`src/rtl/ddr_arrow_sequencer_pkg.sv`:
```
// Shared encodings for the arrow sequencer: game-state values driven by the
// top-level game controller, the sequencer FSM states and a lane popcount.
package ddr_arrow_sequencer_pkg;

    // Game-state encodings; any other value pauses the sequencer
    localparam logic [1:0] STATE_RESET = 2'b00;
    localparam logic [1:0] STATE_GAME  = 2'b01;

    // Sequencer FSM states
    typedef enum logic [1:0] {
        SEQ_IDLE  = 2'd0,
        SEQ_RUN   = 2'd1,
        SEQ_DRAIN = 2'd2,
        SEQ_DONE  = 2'd3
    } seqState_t;

    // Number of lanes set in a 4-lane row
    function automatic logic [2:0] popcount4(input logic [3:0] bits);
        popcount4 = 3'(bits[0]) + 3'(bits[1]) + 3'(bits[2]) + 3'(bits[3]);
    endfunction

endpackage

```
`src/rtl/ddr_pattern_rom.sv`:
```
// Song pattern ROM: pattern index -> 4-lane arrow row {R,U,D,L}.
// Purely combinational; contents are fixed for this song.
module ddr_pattern_rom #(
    parameter int SONG_LEN = 64,
    parameter int IDX_W    = $clog2(SONG_LEN)
) (
    input  logic [IDX_W-1:0] idx,
    output logic [3:0]       row
);

    // Case lookup of the song row at idx; unused indices read as empty rows
    always_comb begin
        row = 4'b0000;
        case (int'(idx))
            0:  row = 4'h1;  1:  row = 4'h2;  2:  row = 4'h4;  3:  row = 4'h8;
            4:  row = 4'h3;  5:  row = 4'h0;  6:  row = 4'h5;  7:  row = 4'hA;
            8:  row = 4'h0;  9:  row = 4'hC;  10: row = 4'h1;  11: row = 4'h0;
            12: row = 4'h9;  13: row = 4'h6;  14: row = 4'h0;  15: row = 4'hF;
            16: row = 4'h2;  17: row = 4'h0;  18: row = 4'h4;  19: row = 4'h0;
            20: row = 4'h8;  21: row = 4'h1;  22: row = 4'h0;  23: row = 4'h3;
            24: row = 4'h5;  25: row = 4'h0;  26: row = 4'h6;  27: row = 4'h0;
            28: row = 4'hA;  29: row = 4'h0;  30: row = 4'hC;  31: row = 4'h0;
            32: row = 4'h1;  33: row = 4'h1;  34: row = 4'h2;  35: row = 4'h2;
            36: row = 4'h4;  37: row = 4'h4;  38: row = 4'h8;  39: row = 4'h8;
            40: row = 4'h0;  41: row = 4'h7;  42: row = 4'h0;  43: row = 4'hE;
            44: row = 4'hB;  45: row = 4'h0;  46: row = 4'hD;  47: row = 4'h0;
            48: row = 4'h1;  49: row = 4'h0;  50: row = 4'h2;  51: row = 4'h0;
            52: row = 4'h4;  53: row = 4'h0;  54: row = 4'h8;  55: row = 4'h0;
            56: row = 4'hF;  57: row = 4'h0;  58: row = 4'h5;  59: row = 4'hA;
            60: row = 4'h3;  61: row = 4'hC;  62: row = 4'h6;  63: row = 4'h9;
            default: row = 4'b0000;
        endcase
    end

endmodule

```
`src/rtl/ddr_arrow_sequencer.sv`:
```
// Arrow sequencer: scrolls the song pattern down a ROWS-deep, 4-lane field on
// the selected beat tick, judges presses against the bottom (hit) row and
// keeps saturating hit/miss totals for the score display.
module ddr_arrow_sequencer
    import ddr_arrow_sequencer_pkg::*;
#(
    parameter int ROWS     = 8,
    parameter int SONG_LEN = 64,
    parameter int CNT_W    = 8
) (
    input  logic                clk,
    input  logic                rst_n,
    input  logic [1:0]          state,
    input  logic                tick_1hz,
    input  logic                tick_2hz,
    input  logic                tick_4hz,
    input  logic [1:0]          speed_sel,
    input  logic [3:0]          btn_press,
    output logic [4*ROWS-1:0]   field,
    output logic                hit_pulse,
    output logic                miss_pulse,
    output logic [CNT_W-1:0]    hit_count,
    output logic [CNT_W-1:0]    miss_count,
    output logic                song_done
);

    localparam int IDX_W   = $clog2(SONG_LEN);
    localparam int DRAIN_W = $clog2(ROWS + 1);

    seqState_t              seqState;
    seqState_t              seqNext;
    logic [1:0]             stepSel;
    logic [IDX_W-1:0]       idx;
    logic [DRAIN_W-1:0]     drainCnt;
    logic [ROWS-1:0][3:0]   rows;
    logic [3:0]             romRow;

    logic                   gameOn;
    logic                   inPlay;
    logic                   tickSel;
    logic                   step;
    logic [3:0]             hitRow;
    logic [3:0]             pressHit;
    logic [3:0]             pressWrong;
    logic [3:0]             leftover;
    logic [3:0]             scrollMiss;
    logic [3:0]             hitInc;
    logic [3:0]             missInc;
    logic [3:0]             newRow;
    logic                   lastRow;
    logic                   drainLast;

    // Add a per-cycle increment to a total, pinning it at all-ones
    function automatic logic [CNT_W-1:0] satAdd(input logic [CNT_W-1:0] cnt,
                                                input logic [3:0]       inc);
        logic [CNT_W:0] sum;
        sum = {1'b0, cnt} + (CNT_W+1)'(inc);
        return sum[CNT_W] ? '1 : sum[CNT_W-1:0];
    endfunction

    ddr_pattern_rom #(
        .SONG_LEN (SONG_LEN),
        .IDX_W    (IDX_W)
    ) u_rom (
        .idx (idx),
        .row (romRow)
    );

    // Step source selection and press judging against the pre-shift hit row
    always_comb begin
        gameOn     = (state == STATE_GAME);
        inPlay     = gameOn && ((seqState == SEQ_RUN) || (seqState == SEQ_DRAIN));
        case (stepSel)
            2'd0:    tickSel = tick_1hz;
            2'd1:    tickSel = tick_2hz;
            default: tickSel = tick_4hz;
        endcase
        step       = inPlay && tickSel;
        hitRow     = rows[ROWS-1];
        pressHit   = btn_press & hitRow;
        pressWrong = btn_press & ~hitRow;
        leftover   = hitRow & ~pressHit;
        scrollMiss = step ? leftover : 4'b0000;
        hitInc     = {1'b0, popcount4(pressHit)};
        missInc    = {1'b0, popcount4(pressWrong)} + {1'b0, popcount4(scrollMiss)};
        newRow     = (seqState == SEQ_RUN) ? romRow : 4'b0000;
        lastRow    = (idx == IDX_W'(SONG_LEN - 1));
        drainLast  = (drainCnt == DRAIN_W'(ROWS - 1));
    end

    // Next-state logic: RUN until the last song row is fed, DRAIN until the field empties
    always_comb begin
        seqNext = seqState;
        if (state == STATE_RESET) begin
            seqNext = SEQ_IDLE;
        end else begin
            case (seqState)
                SEQ_IDLE:  if (gameOn)               seqNext = SEQ_RUN;
                SEQ_RUN:   if (step && lastRow)      seqNext = SEQ_DRAIN;
                SEQ_DRAIN: if (step && drainLast)    seqNext = SEQ_DONE;
                SEQ_DONE:                            seqNext = SEQ_DONE;
                default:                             seqNext = SEQ_IDLE;
            endcase
        end
    end

    // FSM state register
    always_ff @(posedge clk or negedge rst_n) begin
        if (!rst_n) seqState <= SEQ_IDLE;
        else        seqState <= seqNext;
    end

    // Field shift register, pattern index, judge pulses and saturating totals
    always_ff @(posedge clk or negedge rst_n) begin
        if (!rst_n) begin
            stepSel    <= 2'd0;
            idx        <= '0;
            drainCnt   <= '0;
            rows       <= '0;
            hit_pulse  <= 1'b0;
            miss_pulse <= 1'b0;
            hit_count  <= '0;
            miss_count <= '0;
        end else if (state == STATE_RESET) begin
            stepSel    <= 2'd0;
            idx        <= '0;
            drainCnt   <= '0;
            rows       <= '0;
            hit_pulse  <= 1'b0;
            miss_pulse <= 1'b0;
            hit_count  <= '0;
            miss_count <= '0;
        end else begin
            hit_pulse  <= 1'b0;
            miss_pulse <= 1'b0;
            if ((seqState == SEQ_IDLE) && gameOn) begin
                stepSel <= speed_sel;
            end
            if (inPlay) begin
                hit_pulse  <= |pressHit;
                miss_pulse <= (|pressWrong) || (|scrollMiss);
                hit_count  <= satAdd(hit_count, hitInc);
                miss_count <= satAdd(miss_count, missInc);
                if (step) begin
                    // Hit bits are dropped before the shift; only leftovers scroll out
                    rows <= {rows[ROWS-2:0], newRow};
                    if ((seqState == SEQ_RUN) && !lastRow) idx <= idx + 1'b1;
                    if (seqState == SEQ_DRAIN)            drainCnt <= drainCnt + 1'b1;
                end else begin
                    rows[ROWS-1] <= leftover;
                end
            end
        end
    end

    assign field     = rows;
    assign song_done = (seqState == SEQ_DONE);

endmodule

```
`config.mk`:
```
export PLATFORM = sky130hd
export DESIGN_NAME = ddr_arrow_sequencer
export DESIGN_NICKNAME = d
export VERILOG_FILES = /design/src/rtl/ddr_arrow_sequencer_pkg.sv /design/src/rtl/ddr_pattern_rom.sv /design/src/rtl/ddr_arrow_sequencer.sv
export SDC_FILE = /design/constraint.sdc
export NUM_CORES = 1
export LEC_CHECK = 0
export CAP_MARGIN = 15
export CORE_MARGIN = 2
export CORE_UTILIZATION = 45
export CTS_CLUSTER_SIZE = 10
export DETAILED_ROUTE_END_ITERATION = 8
export PLACE_DENSITY = 0.69
export SYNTH_ARGS = -nofsm -noshare
export SYNTH_HDL_FRONTEND = slang
export SYNTH_SLANG_ARGS = --single-unit
```
`constraint.sdc`:
```
create_clock -name clk -period 14.5 [get_ports clk]
set_input_delay 2.9 -clock clk [delete_from_list [all_inputs] [get_ports clk]]
set_output_delay 2.9 -clock clk [all_outputs]
set_load 0.01 [all_outputs]
```
# Yosys cells after proc, flatten, opt, wreduce, memory -nomap -nowiden
# Memories as Yosys holds them, arrays and structs flattened.
# Cells that the tools add are included.
# W data, S select, Z words.
dict set report op_classes {
  n_mux 32
  addsub 14
  n_bitwise 5
  eq_ne 10
  n_reduce_logical 24
}
# op count
set ops {}
lappend ops {{$mux W32} 2}
lappend ops {{$mux W8} 6}
lappend ops {{$mux W28} 1}
lappend ops {{$mux W4} 7}
lappend ops {{$mux W6} 4}
lappend ops {{$and A4 B4 Y4} 3}
lappend ops {{$mux W2} 6}
lappend ops {{$reduce_or A4 Y1} 3}
lappend ops {{$reduce_bool A2 Y1} 5}
lappend ops {{$add A2 B1 Y3} 3}
lappend ops {{$add A3 B1 Y3} 3}
lappend ops {{$add A8 B3 Y9} 1}
lappend ops {{$add A8 B4 Y9} 1}
lappend ops {{$reduce_and A3 Y1} 3}
lappend ops {{$not A4 Y4} 2}
lappend ops {{$pmux W2 S4} 1}
lappend ops {{$add A1 B1 Y2} 3}
lappend ops {{$add A6 B1 Y6 const B} 1}
lappend ops {{$eq A2 B1 Y1 const B} 3}
lappend ops {{$eq A6 B6 Y1 const B} 1}
lappend ops {{$logic_and A1 B1 Y1} 6}
lappend ops {{$logic_not A2 Y1} 3}
lappend ops {{$ne A3 B1 Y1 const B} 2}
lappend ops {{$add A3 B3 Y4} 1}
lappend ops {{9 further kinds} 14}
dict set report totals {
  mem_count 1
  output_inout_bits 51
  inputBits 13
  register_bits 64
  mem_bits_ro 256
  word_cells 102
}
# memory words width rd rd_ports_with_merged_regs wr line
set memory_table {}
lappend memory_table {{(name not given)} 64 4 1 0 0 ddr_pattern_rom.sv:14} ;# case (int'(idx))

# Logic depth before layout (Yosys ltp)
# Gate-level depths: netlist of run 1.
dict set report logic_depth {
  word_depth 13
  ltp_mapped 17
  ltp_nobuf 15
}

# Hierarchy
# From an unflattened synthesis of run 1, not the netlist that was laid out.
dict set report unflattened {
  hier_cells 430
  area_unflattened_um2 3831.2
}
# module n_inst cells_each area_each_um2
set modules_own_cells {}
lappend modules_own_cells {ddr_arrow_sequencer 1 355 3352.0}
lappend modules_own_cells {ddr_pattern_rom 1 75 479.2}

# Least setup slack after synthesis of run 1
# Ideal clock, no wire load.
dict set report synth_path {
  kind {input to register}
  start {in state[1]}
  end {reg miss_count[4]}
  n_path_buf 2
  arrival_time_ns 6.653
  path_stages 15
  t_required_ns 14.414
  setup_slack_ns 7.761
  cell_sequence {and3b_1 > o211a_1 > buf_2 > buf_1 > nand2_1 > fa_1 > inv_1 > fa_1 > fa_1 > fa_1 > a21o_1 > a21oi_1 > nor2_1 > and3_1 > nor3_1}
}
dict set report synth_between {
  elab_chain_cells 12
  elab_cells_between_ends 14
  classes_between {add/sub (5); eq/ne (1); mux (4); reduce/logical (4)}
}
# item line
set synth_lines {}
lappend synth_lines {{start: declaration} ddr_arrow_sequencer.sv:13} ;# input logic [1:0] state,
lappend synth_lines {{$eq A2 B1 Y1} ddr_arrow_sequencer.sv:71} ;# gameOn = (state == STATE_GAME);
lappend synth_lines {{$logic_and A1 B1 Y1} ddr_arrow_sequencer.sv:72} ;# inPlay = gameOn && ((seqState == SEQ_RUN) || (seqState == SEQ_DRAIN));
lappend synth_lines {{$logic_and A1 B1 Y1} ddr_arrow_sequencer.sv:78} ;# step = inPlay && tickSel;
lappend synth_lines {{$mux W4} ddr_arrow_sequencer.sv:83} ;# scrollMiss = step ? leftover : 4'b0000;
lappend synth_lines {{$add A1 B1 Y2} ddr_arrow_sequencer_pkg.sv:19} ;# popcount4 = 3'(bits[0]) + 3'(bits[1]) + 3'(bits[2]) + 3'(bits[3]);
lappend synth_lines {{$add A2 B1 Y3} ddr_arrow_sequencer_pkg.sv:19}
lappend synth_lines {{$add A3 B1 Y3} ddr_arrow_sequencer_pkg.sv:19}
lappend synth_lines {{$add A3 B3 Y4} ddr_arrow_sequencer.sv:85} ;# missInc = {1'b0, popcount4(pressWrong)} + {1'b0, popcount4(scrollMiss)};
lappend synth_lines {{$add A8 B4 Y9} ddr_arrow_sequencer.sv:57} ;# sum = {1'b0, cnt} + (CNT_W+1)'(inc);
lappend synth_lines {{$mux W8} ddr_arrow_sequencer.sv:58} ;# return sum[CNT_W] ? '1 : sum[CNT_W-1:0];
lappend synth_lines {{$mux W8} ddr_arrow_sequencer.sv:139} ;# if (inPlay) begin
lappend synth_lines {{$mux W8} ddr_arrow_sequencer.sv:124} ;# end else if (state == STATE_RESET) begin
lappend synth_lines {{end signal: assignment} ddr_arrow_sequencer.sv:143} ;# miss_count <= satAdd(miss_count, missInc);
lappend synth_lines {{end: declaration} ddr_arrow_sequencer.sv:23} ;# output logic [CNT_W-1:0] miss_count,
# Parallel ways exist; a longest one is shown, timed or not. The select of a mux whose other input is x is not followed.
# A chain may end at the register's enable or synchronous reset.

# Worst setup path after layout of run 1
dict set report layout_path {
  start {in state[0]}
  end {reg miss_count[4]}
}
# The elaborated chain is that of the path after synthesis.

==> results of run 1 <==
[final timing paths]
kind,startpoint,endpoint,slack (ns),cells past startpoint
min in group asynchronous,rst_n,hit_count[7],2.69,2
worst max register to register,seqState[0],miss_count[4],9.34,16
worst min register to register,drainCnt[0],drainCnt[0],0.53,1
worst min-delay path,drainCnt[0],drainCnt[0],0.53,1
max in group asynchronous,rst_n,drainCnt[0],11.23,2
worst max-delay path,state[0],miss_count[4],6.99,15
[kinds of logic (layout without fill, tap and decap cells)]
family	after synthesis	after routing	synth area share, %
buffers and inverters	40	99	3.981
AO/OA/AOI/OAI	119	119	19.52
XOR/XNOR	6	6	1.371
AND/OR/NAND/NOR	176	176	21.15
flip-flops	64	64	41.78
multiplexers	5	5	1.501
adder cells (fa/ha/maj)	28	28	10.70
[Yosys cell counts (2+ instances only)]
cell type  instances  area share [%]
nand2_1           73             7.1
dfrtp_1           64              42
a21oi_1           51             6.7
nor2_1            39             3.8
ha_1              20             6.5
clkbuf_1          18             1.8
o21ai_0           17             2.2
inv_1             15             1.5
nand3_1           13             1.7
nand2b_1          11             1.8
fa_1               8             4.2
a31oi_1            7             1.1
nor2b_1            7             1.1
a22o_1             6             1.4
and2_1             6            0.98
nand4_1            6            0.98
a311oi_1           5             1.1
nor3_1             5            0.65
o21ai_1            5            0.65
a21o_1             4            0.78
buf_1              4            0.39
and3_1             3            0.49
nor4_1             3            0.49
o2111ai_1          3            0.69
xnor2_1            3            0.69
xor2_1             3            0.69
a211oi_1           2            0.39
buf_2              2            0.26
mux2_1             2            0.59
mux2i_1            2            0.52
o211ai_1           2            0.39
o221ai_1           2            0.46
[power groups by stage]
stage               combinational (mW)  clock, mW  sequential [mW]
floorplan                        0.113          0            0.218
global placement                 0.170          0            0.219
detailed placement               0.176          0            0.219
CTS                              0.177      0.162            0.216
global route                     0.199      0.170            0.219
finish                           0.176      0.158            0.216
[per-stage QoR]
stage	hold WS [ns]	utilization [%]	power (mW)
after floorplan	0.4727	-	0.3314
after global placement	0.5073	54.86	0.3888
after detailed placement	0.5142	54.86	0.3946
after CTS	0.5421	57.33	0.5547
after global routing	0.5614	57.33	0.5874
final	0.5332	57.33	0.5500
[cell type report]
class                           instances  area, sq um  share of cell area (%)
Clock buffer                           10        137.6                   2.907
Sequential cell                        64         1602                   33.83
Clock inverter                          6        66.31                   1.401
Inverter                               16        60.06                   1.268
Multi-Input combinational cell        334         2082                   43.97
Timing Repair Buffer                   67        655.6                   13.85
Tap cell                              105        131.4                   2.775
[state kept, by name (all words and copies together) (netlist names)]
| register | count |
|---|---|
| idx | 6 |
| stepSel | 2 |
| field | 28 |
| seqState | 2 |
| miss_pulse | 1 |
| miss_count | 8 |
| drainCnt | 4 |
| hitRow | 4 |
| hit_count | 8 |
| hit_pulse | 1 |
[per-layer routing]
metal  part of all wire [%]  up-vias  GRT usage, %
li1                       -     1642             -
met1                     44     1633         26.24
met2                     52       79         36.92
met3                    4.3        4         4.307
met4                   0.53        0         6.808
met5                      0        -             0
==> impl_results.md, run 1 <==
* Worst slew margin at 45.99%
* Antenna diode count at 0
* # Max-Cap Violations at 0
* Final instance area at 4735 sq um
* CTS tree: built
* Cell Area, Placed at 4531 sq um
* Synth Instances at 438
* Final Non-Filler Cells at 602
* Yosys reg bits at 64
* Clock skew at 0.01512 ns
* VDD IR-drop max at 0.04659 mV
* Layout Nets at 533
* Reg clk slew, reported paths at 0.08 ns
* Initial antenna violation count at 0
* # DRC at 0
* Synthesis Warnings at 0
* Async set or reset register ratio after synthesis at 100.0%
* First-pass GRT wire length at 15260 microns
* CTS H-tree depth at 3
* Pwr Density at 116.2 nW/um^2
* Buf/Inv on CP at 3
* Switch Pwr at 194.3 uW
* Placed Cells at 586
* Post-synth EDFFs at 0
* GP Congestion at 0.8713
* WP data required at 14.77 ns
* Slew Viols, Final at 0
* TritonCTS Buffers at 9
* Clk buf depth at 2
* Worst skew pair latency at 0.35 ns
* Sequential share of the synthesized area at 41.78%
* CTS Root Cell: clkbuf_8
* CTS Hold Buffers Added at 0
* Setup TNS at 0 ns
* Area growth, synth to finish at 23.50%
* PortBufs at 63
* Leak at 1.986 nW
* RSZ-0062 raised after global routing: no
* Core ar. at 8258 sq um
* Achievable Freq at 133.2 MHz
* Routed vias at 3358
* Die Wd at 96.30 microns
* Most frequent CP cell: fa_1
* Share of cells above drive strength 1 at 5.231%
* Ys flop type: dfrtp_1
* Critical-path maximum fanout at 39
* CP Class: primary input to flop
* Detailed Route Iter0 Violations at 146
* Sequential power share at 39.2%
* Slowest CP cell: clkdlybuf4s50_1
* Worst Max-Slew Pin Slew at 0.8102 ns
* Net Sw Frac at 35.32%
* Setup crit end kind: flop
* CP Cell Sequence: clkdlybuf4s50_1 -> and3b_1 -> o211a_1 -> buf_4 -> nand2_1 -> fa_1 -> inv_1 -> fa_1 -> fa_1 -> fa_1 -> a21o_1 -> a21oi_1 -> nor2_1 -> and3_1 -> nor3_1
* Most frequent cells in the layout: 73 x nand2_1, 64 x dfrtp_1, 62 x clkdlybuf4s50_1, 51 x a21oi_1, 38 x nor2_1
* CTS sink count at 64
* Distinct cell type count after synthesis at 59
* ANT nets after route at 0
* Starting Density at 46.42%
* Average cell area after synthesis at 8.753 sq um
* Vias in the first global route at 3264
* Crit path arrival time at 7.78 ns
* Fill count at 774
* Period Utilization, post-route at 51.77%
* Class of the worst hold path: flop to flop
* Setup violators final at 0
* Startpoint types: primary input
* Final worst slack at 6.994 ns
* Pint at 355.7 uW
* Commonest non-fill, non-tap cell in the layout: nand2_1
* CP max stage delay at 0.60 ns
* Setup bufs post-CTS at 0
* Total gr overflow at 0
* Row cnt at 33
* Final hold violations at 0
* First-pass DRT Iterations at 4
* Die ar. at 9274 sq um
* Boundary pin count at 64
* Clk pwr share at 28.8%
* Crit path max-delay family: adder cells
* CTS resizes at 0
* Status: completed
* Dpl hpwl at 6357 microns
* Per-cell routed wire length at 15.31 microns
* Syn Nets at 479
* Vias per cell at 5.578
* Combinational share of power at 32.0%
* Minimum clock period at 7.506 ns
* Pre-CTS worst setup slack at 6.643 ns
* Mapped Area at 3834 sq um
* Total Routed Length at 9218 microns
* Largest net degree at the start of global routing at 65
* Die H at 96.30 microns
* GRT Util Overall at 21.17%
(Power assumes the default switching activity.)
==> run 2, diff against run 1 <==
- PLACE_DENSITY: 0.69 -> 0.72
- clock period: 14.5 -> 6.3 ns (I/O delays scaled with it)
==> impl_results.md, run 2 (synthesized netlist as in run 1, its figures left out) <==
* Status: completed
* Crit path max-delay family: adder cells
* Detailed Route Iter0 Violations at 202
* Most frequent CP cell: fa_1
* CTS Root Cell: clkbuf_8
* Worst Max-Slew Pin Slew at 0.8281 ns
* Leak at 2.012 nW
* Crit path arrival time at 5.51 ns
* Clk buf depth at 2
* WP data required at 6.56 ns
* # Max-Cap Violations at 0
* Worst Setup SP: btn_press[2]
* CP Class: primary input to flop
* Startpoint types: primary input
* ANT nets after route at 0
* Pint at 854.8 uW
* Sequential power share at 38.1%
* Combinational share of power at 31.3%
* Worst setup path end: miss_count[4]
* Initial antenna violation count at 0
* Die ar. at 9274 sq um
* Largest net degree at the start of global routing at 65
* # DRC at 0
* Setup crit end kind: flop
* Vias per cell at 5.614
* Antenna diode count at 0
* Period Utilization, post-route at 83.31%
* CTS resizes at 0
* Slew Viols, Final at 0
* R2R depth at 15
* GP Congestion at 0.8433
* Most frequent cells in the layout: 73 x nand2_1, 64 x dfrtp_1, 62 x clkdlybuf4s50_1, 51 x a21oi_1, 38 x nor2_1
* Core ar. at 8258 sq um
* Switch Pwr at 447.4 uW
* Clock skew at 0.008663 ns
* FF-to-FF setup slack at 1.82 ns
* Die H at 96.30 microns
* CP max stage delay at 0.53 ns
* Reg-to-reg endpoint: miss_count[4]
* Minimum clock period at 5.249 ns
* TritonCTS Buffers at 9
* Final hold violations at 0
* Die Wd at 96.30 microns
* Vias in the first global route at 3263
* Min Hold Slack at 0.5260 ns
* Routed vias at 3391
* Starting Density at 46.42%
* Pre-CTS worst setup slack at 0.7291 ns
* Setup bufs post-CTS at 0
* Clk pwr share at 30.6%
* Dpl hpwl at 6465 microns
* Setup TNS at 0 ns
* Per-cell routed wire length at 15.25 microns
* CTS H-tree depth at 3
* Reg clk slew, reported paths at 0.07 ns
* Total Routed Length at 9211 microns
* First-pass DRT Iterations at 4
* Boundary pin count at 64
* Class of the worst hold path: flop to flop
* Achievable Freq at 190.5 MHz
* Total gr overflow at 0
* Max FFs per register at 28
* Share of cells above drive strength 1 at 5.611%
* RR Startpoint: seqState[0]
* GRT Util Overall at 21.08%
* Layout Nets at 535
* Worst skew pair latency at 0.34 ns
* Buf/Inv on CP at 3
* Critical-path maximum fanout at 6
* CTS sink count at 64
* Setup violators final at 0
* CTS tree: built
* Commonest non-fill, non-tap cell in the layout: nand2_1
* Pwr Density at 272.9 nW/um^2
* Levels on crit path at 14
* Slowest CP cell: fa_1
* Area growth, synth to finish at 24.48%
* Final Core Density at 57.79%
* CTS Hold Buffers Added at 0
* Row cnt at 33
* PortBufs at 63
* CP Cell Sequence: clkdlybuf4s50_1 -> nor2b_1 -> fa_1 -> inv_1 -> fa_1 -> inv_1 -> fa_1 -> fa_1 -> fa_1 -> a21o_1 -> a21oi_1 -> nor2_1 -> and3_1 -> nor3_1
* Net Sw Frac at 34.36%
* RSZ-0062 raised after global routing: no
* VDD IR-drop max at 0.1110 mV
* Worst slew margin at 44.80%
* Final worst slack at 1.051 ns
* First-pass GRT wire length at 15180 microns
[run 2: changes by cell type in the layout (fill, tap and decap cells not counted)]
cell,before,now
clkinv_2,1,0
clkbuf_8,10,9
clkinv_4,0,2
bufinv_16,1,2
clkinvlp_4,3,1
buf_4,4,6
inv_6,1,2
[run 2: layer usage]
layer / vias up / wire (microns) / GRT usage, %
met5: - / 0 / 0
met4: 0 / 49 / 5.986
met3: 4 / 484 / 4.620
met2: 89 / 4737 / 35.59
met1: 1642 / 3940 / 27.26
li1: 1656 / - / -
[run 2: worst min path at each step]
| stage | start | endpoint | depth (start not counted) |
|---|---|---|---|
| 5_1_grt | drainCnt[0] | drainCnt[0] | 1 |
| 3_3_place_gp | drainCnt[0] | drainCnt[0] | 1 |
| 6_report | drainCnt[0] | drainCnt[0] | 1 |
| 4_1_cts | drainCnt[0] | drainCnt[0] | 1 |
| 3_5_place_dp | drainCnt[0] | drainCnt[0] | 1 |
| 2_1_floorplan | drainCnt[0] | drainCnt[0] | 1 |
[run 2: power by group through the flow]
stage | registers, mW | clock network (mW) | logic, mW
detailed placement | 0.505 | 0 | 0.407
finish | 0.497 | 0.398 | 0.407
floorplan | 0.502 | 0 | 0.260
global placement | 0.503 | 0 | 0.397
global route | 0.504 | 0.429 | 0.465
CTS | 0.497 | 0.408 | 0.410
[run 2: worst reg2reg max path, cell delays in order, from the launching register on]
cell and delay [ns]:
dfrtp_1 0.41, inv_1 0.10, ha_1 0.31, and3b_1 0.18
o211a_1 0.23, nand3_1 0.12, fa_1 0.50, inv_1 0.05
fa_1 0.50, fa_1 0.47, fa_1 0.43, a21o_1 0.20
a21oi_1 0.40, nor2_1 0.13, and3_1 0.19, nor3_1 0.15
[run 2: area by class of cell]
class,instances,area (sq um)
repair buffers,69,670.6
inverters,16,60.06
clock buffers,9,123.9
well taps,105,131.4
multi-input cells,334,2082
fillers,776,3486
clock inverters,7,102.6
flip-flops and latches,64,1602
[run 2: metrics by stage]
stage | cells | power [mW] | instance area (sq um)
2_1_floorplan | 438 | 0.7628 | 3834
3_3_place_gp | 588 | 0.8991 | 4546
3_5_place_dp | 588 | 0.9118 | 4546
4_1_cts | 604 | 1.315 | 4772
5_1_grt | 604 | 1.397 | 4772
6_report | 604 | 1.302 | 4772
==> run 3, diff against run 2 <==
- clock period: 6.3 -> 4.4 ns (I/O delays scaled with it)
==> impl_results.md, run 3 (synthesized netlist as in run 1, its figures left out) <==
* Layout Nets at 545
* Total gr overflow at 0
* Fill count at 733
* Largest net degree at the start of global routing at 41
* Reg area at 1602 sq um
* Multi-input gate area at 2098 sq um
* Share of cells above drive strength 1 at 8.644%
* Startpoint types: primary input
* Row cnt at 33
* CTS tree: built
* Vias in the first global route at 3270
* # Max-Cap Violations at 0
* Slowest CP cell: fa_1
* TritonCTS Buffers at 9
* Die H at 96.30 microns
* CTS Hold Buffers Added at 0
* Final hold violations at 0
* Boundary pin count at 64
* Starting Density at 46.42%
* Die Wd at 96.30 microns
* Dpl hpwl at 6450 microns
* Achievable Freq at 240.7 MHz
* GP Congestion at 0.8511
* Critical-path maximum fanout at 3
* # DRC at 0
* Area growth, synth to finish at 26.11%
* CTS H-tree depth at 3
* Most frequent CP cell: fa_1
* Final Non-Filler Cells at 614
* Most frequent cells in the layout: 73 x nand2_1, 64 x dfrtp_1, 60 x clkdlybuf4s50_1, 50 x a21oi_1, 38 x nor2_1
* Worst Setup SP: btn_press[0]
* Clock skew at 0.006352 ns
* Per-cell routed wire length at 15.36 microns
* PortBufs at 63
* Detailed Route Iter0 Violations at 183
* CP Cell Sequence: dlygate4sd2_1 -> inv_2 -> nor2_1 -> fa_1 -> inv_1 -> fa_1 -> inv_1 -> fa_1 -> fa_2 -> fa_2 -> a21o_1 -> a21oi_2 -> nor2_1 -> a31oi_1 -> nor3_1
* CP max stage delay at 0.53 ns
* RSZ-0062 raised after global routing: no
* VDD IR-drop max at 0.1463 mV
* Worst slew margin at 47.03%
* Worst setup path end: miss_count[6]
* Crit path arrival time at 4.36 ns
* Total Routed Length at 9428 microns
* Class of the worst hold path: flop to flop
* Reg clk slew, reported paths at 0.08 ns
* GRT Util Overall at 22.02%
* Cell Area, Placed at 4612 sq um
* CTS sink count at 64
* Placed Cells at 596
* R2R depth at 15
* RR Startpoint: seqState[0]
* CP Class: primary input to flop
* Vias per cell at 5.653
* Die ar. at 9274 sq um
* Setup crit end kind: flop
* WP data required at 4.61 ns
* ANT nets after route at 0
* Leak at 2.051 nW
* CTS Root Cell: clkbuf_8
* Routed vias at 3471
* First-pass DRT Iterations at 5
* Core ar. at 8258 sq um
* Minimum clock period at 4.154 ns
* Period Utilization, post-route at 94.42%
* Slew Viols, Final at 0
* Initial antenna violation count at 0
* Min Hold Slack at 0.5132 ns
* Pwr Density at 380.9 nW/um^2
* FF-to-FF setup slack at 0.43 ns
* Final Core Density at 58.55%
* Commonest non-fill, non-tap cell in the layout: nand2_1
* Final instance area at 4835 sq um
* First-pass GRT wire length at 15770 microns
* Worst Max-Slew Pin Slew at 0.7946 ns
* Reg-to-reg endpoint: miss_count[6]
* Worst skew pair latency at 0.35 ns
* Setup violators final at 0
* Clk buf depth at 2
* Antenna diode count at 0
* Status: completed
* Max FFs per register at 28
* Setup TNS at 0 ns
-- run 3: worst min-delay path by stage --
stage	cells after the start	to	start	slack, ns
3_5_place_dp	1	drainCnt[0]	drainCnt[0]	0.50
6_report	1	drainCnt[0]	drainCnt[0]	0.51
4_1_cts	1	drainCnt[0]	drainCnt[0]	0.51
3_3_place_gp	1	drainCnt[0]	drainCnt[0]	0.50
2_1_floorplan	1	drainCnt[0]	drainCnt[0]	0.47
5_1_grt	1	drainCnt[0]	drainCnt[0]	0.55
-- run 3: area by class of cell --
type / instances / share of cell area, %
clock buffers: 9 / 2.562
clock inverters: 7 / 1.501
multi-input cells: 334 / 43.40
flip-flops and latches: 64 / 33.13
repair buffers: 79 / 15.45
well taps: 105 / 2.717
inverters: 16 / 1.242
-- run 3: per-stage QoR --
stage	setup WS [ns]	total power, mW
floorplan	0.02772	1.099
detailed placement	-0.5181	1.323
global route	0.04853	1.968
global placement	-0.4478	1.308
finish	0.2456	1.841
CTS	0.007445	1.849
-- run 3: power breakdown --
| part | internal [mW] | switching (mW) | leakage, nW |
|---|---|---|---|
| clock network | 0.261 | 0.253 | 0.0952 |
| registers | 0.643 | 0.0689 | 0.879 |
| logic | 0.278 | 0.338 | 1.08 |
| total | 1.18 | 0.660 | 2.05 |
-- run 3: routing by layer --
layer | track usage [%] | share of wire, % | wire (microns) | vias up
met5 | 0 | 0 | 0 | -
met4 | 7.629 | 1.7 | 156 | 0
met3 | 5.325 | 4.9 | 464 | 15
met2 | 35.76 | 49 | 4630 | 91
met1 | 28.81 | 44 | 4176 | 1682
li1 | - | - | - | 1683
-- run 3: worst max-delay path: cells and delay by family --
| family | cells | cell delay [ns] |
|---|---|---|
| AO/OA/AOI/OAI | 3 | 0.57 |
| buffers and inverters | 4 | 0.44 |
| adder cells (fa/ha/maj) | 5 | 2.24 |
| AND/OR/NAND/NOR | 3 | 0.23 |
-- run 3: what timing repair did --
| action | 4_1_cts | 5_1_grt |
|---|---|---|
| gates resized for setup | 4 | 3 |
| pin swaps | 3 | 6 |
| buffers inserted | 2 | 0 |
| hold endpoints to repair | 0 | 0 |
| endpoints found under the setup margin | 8 | 8 |
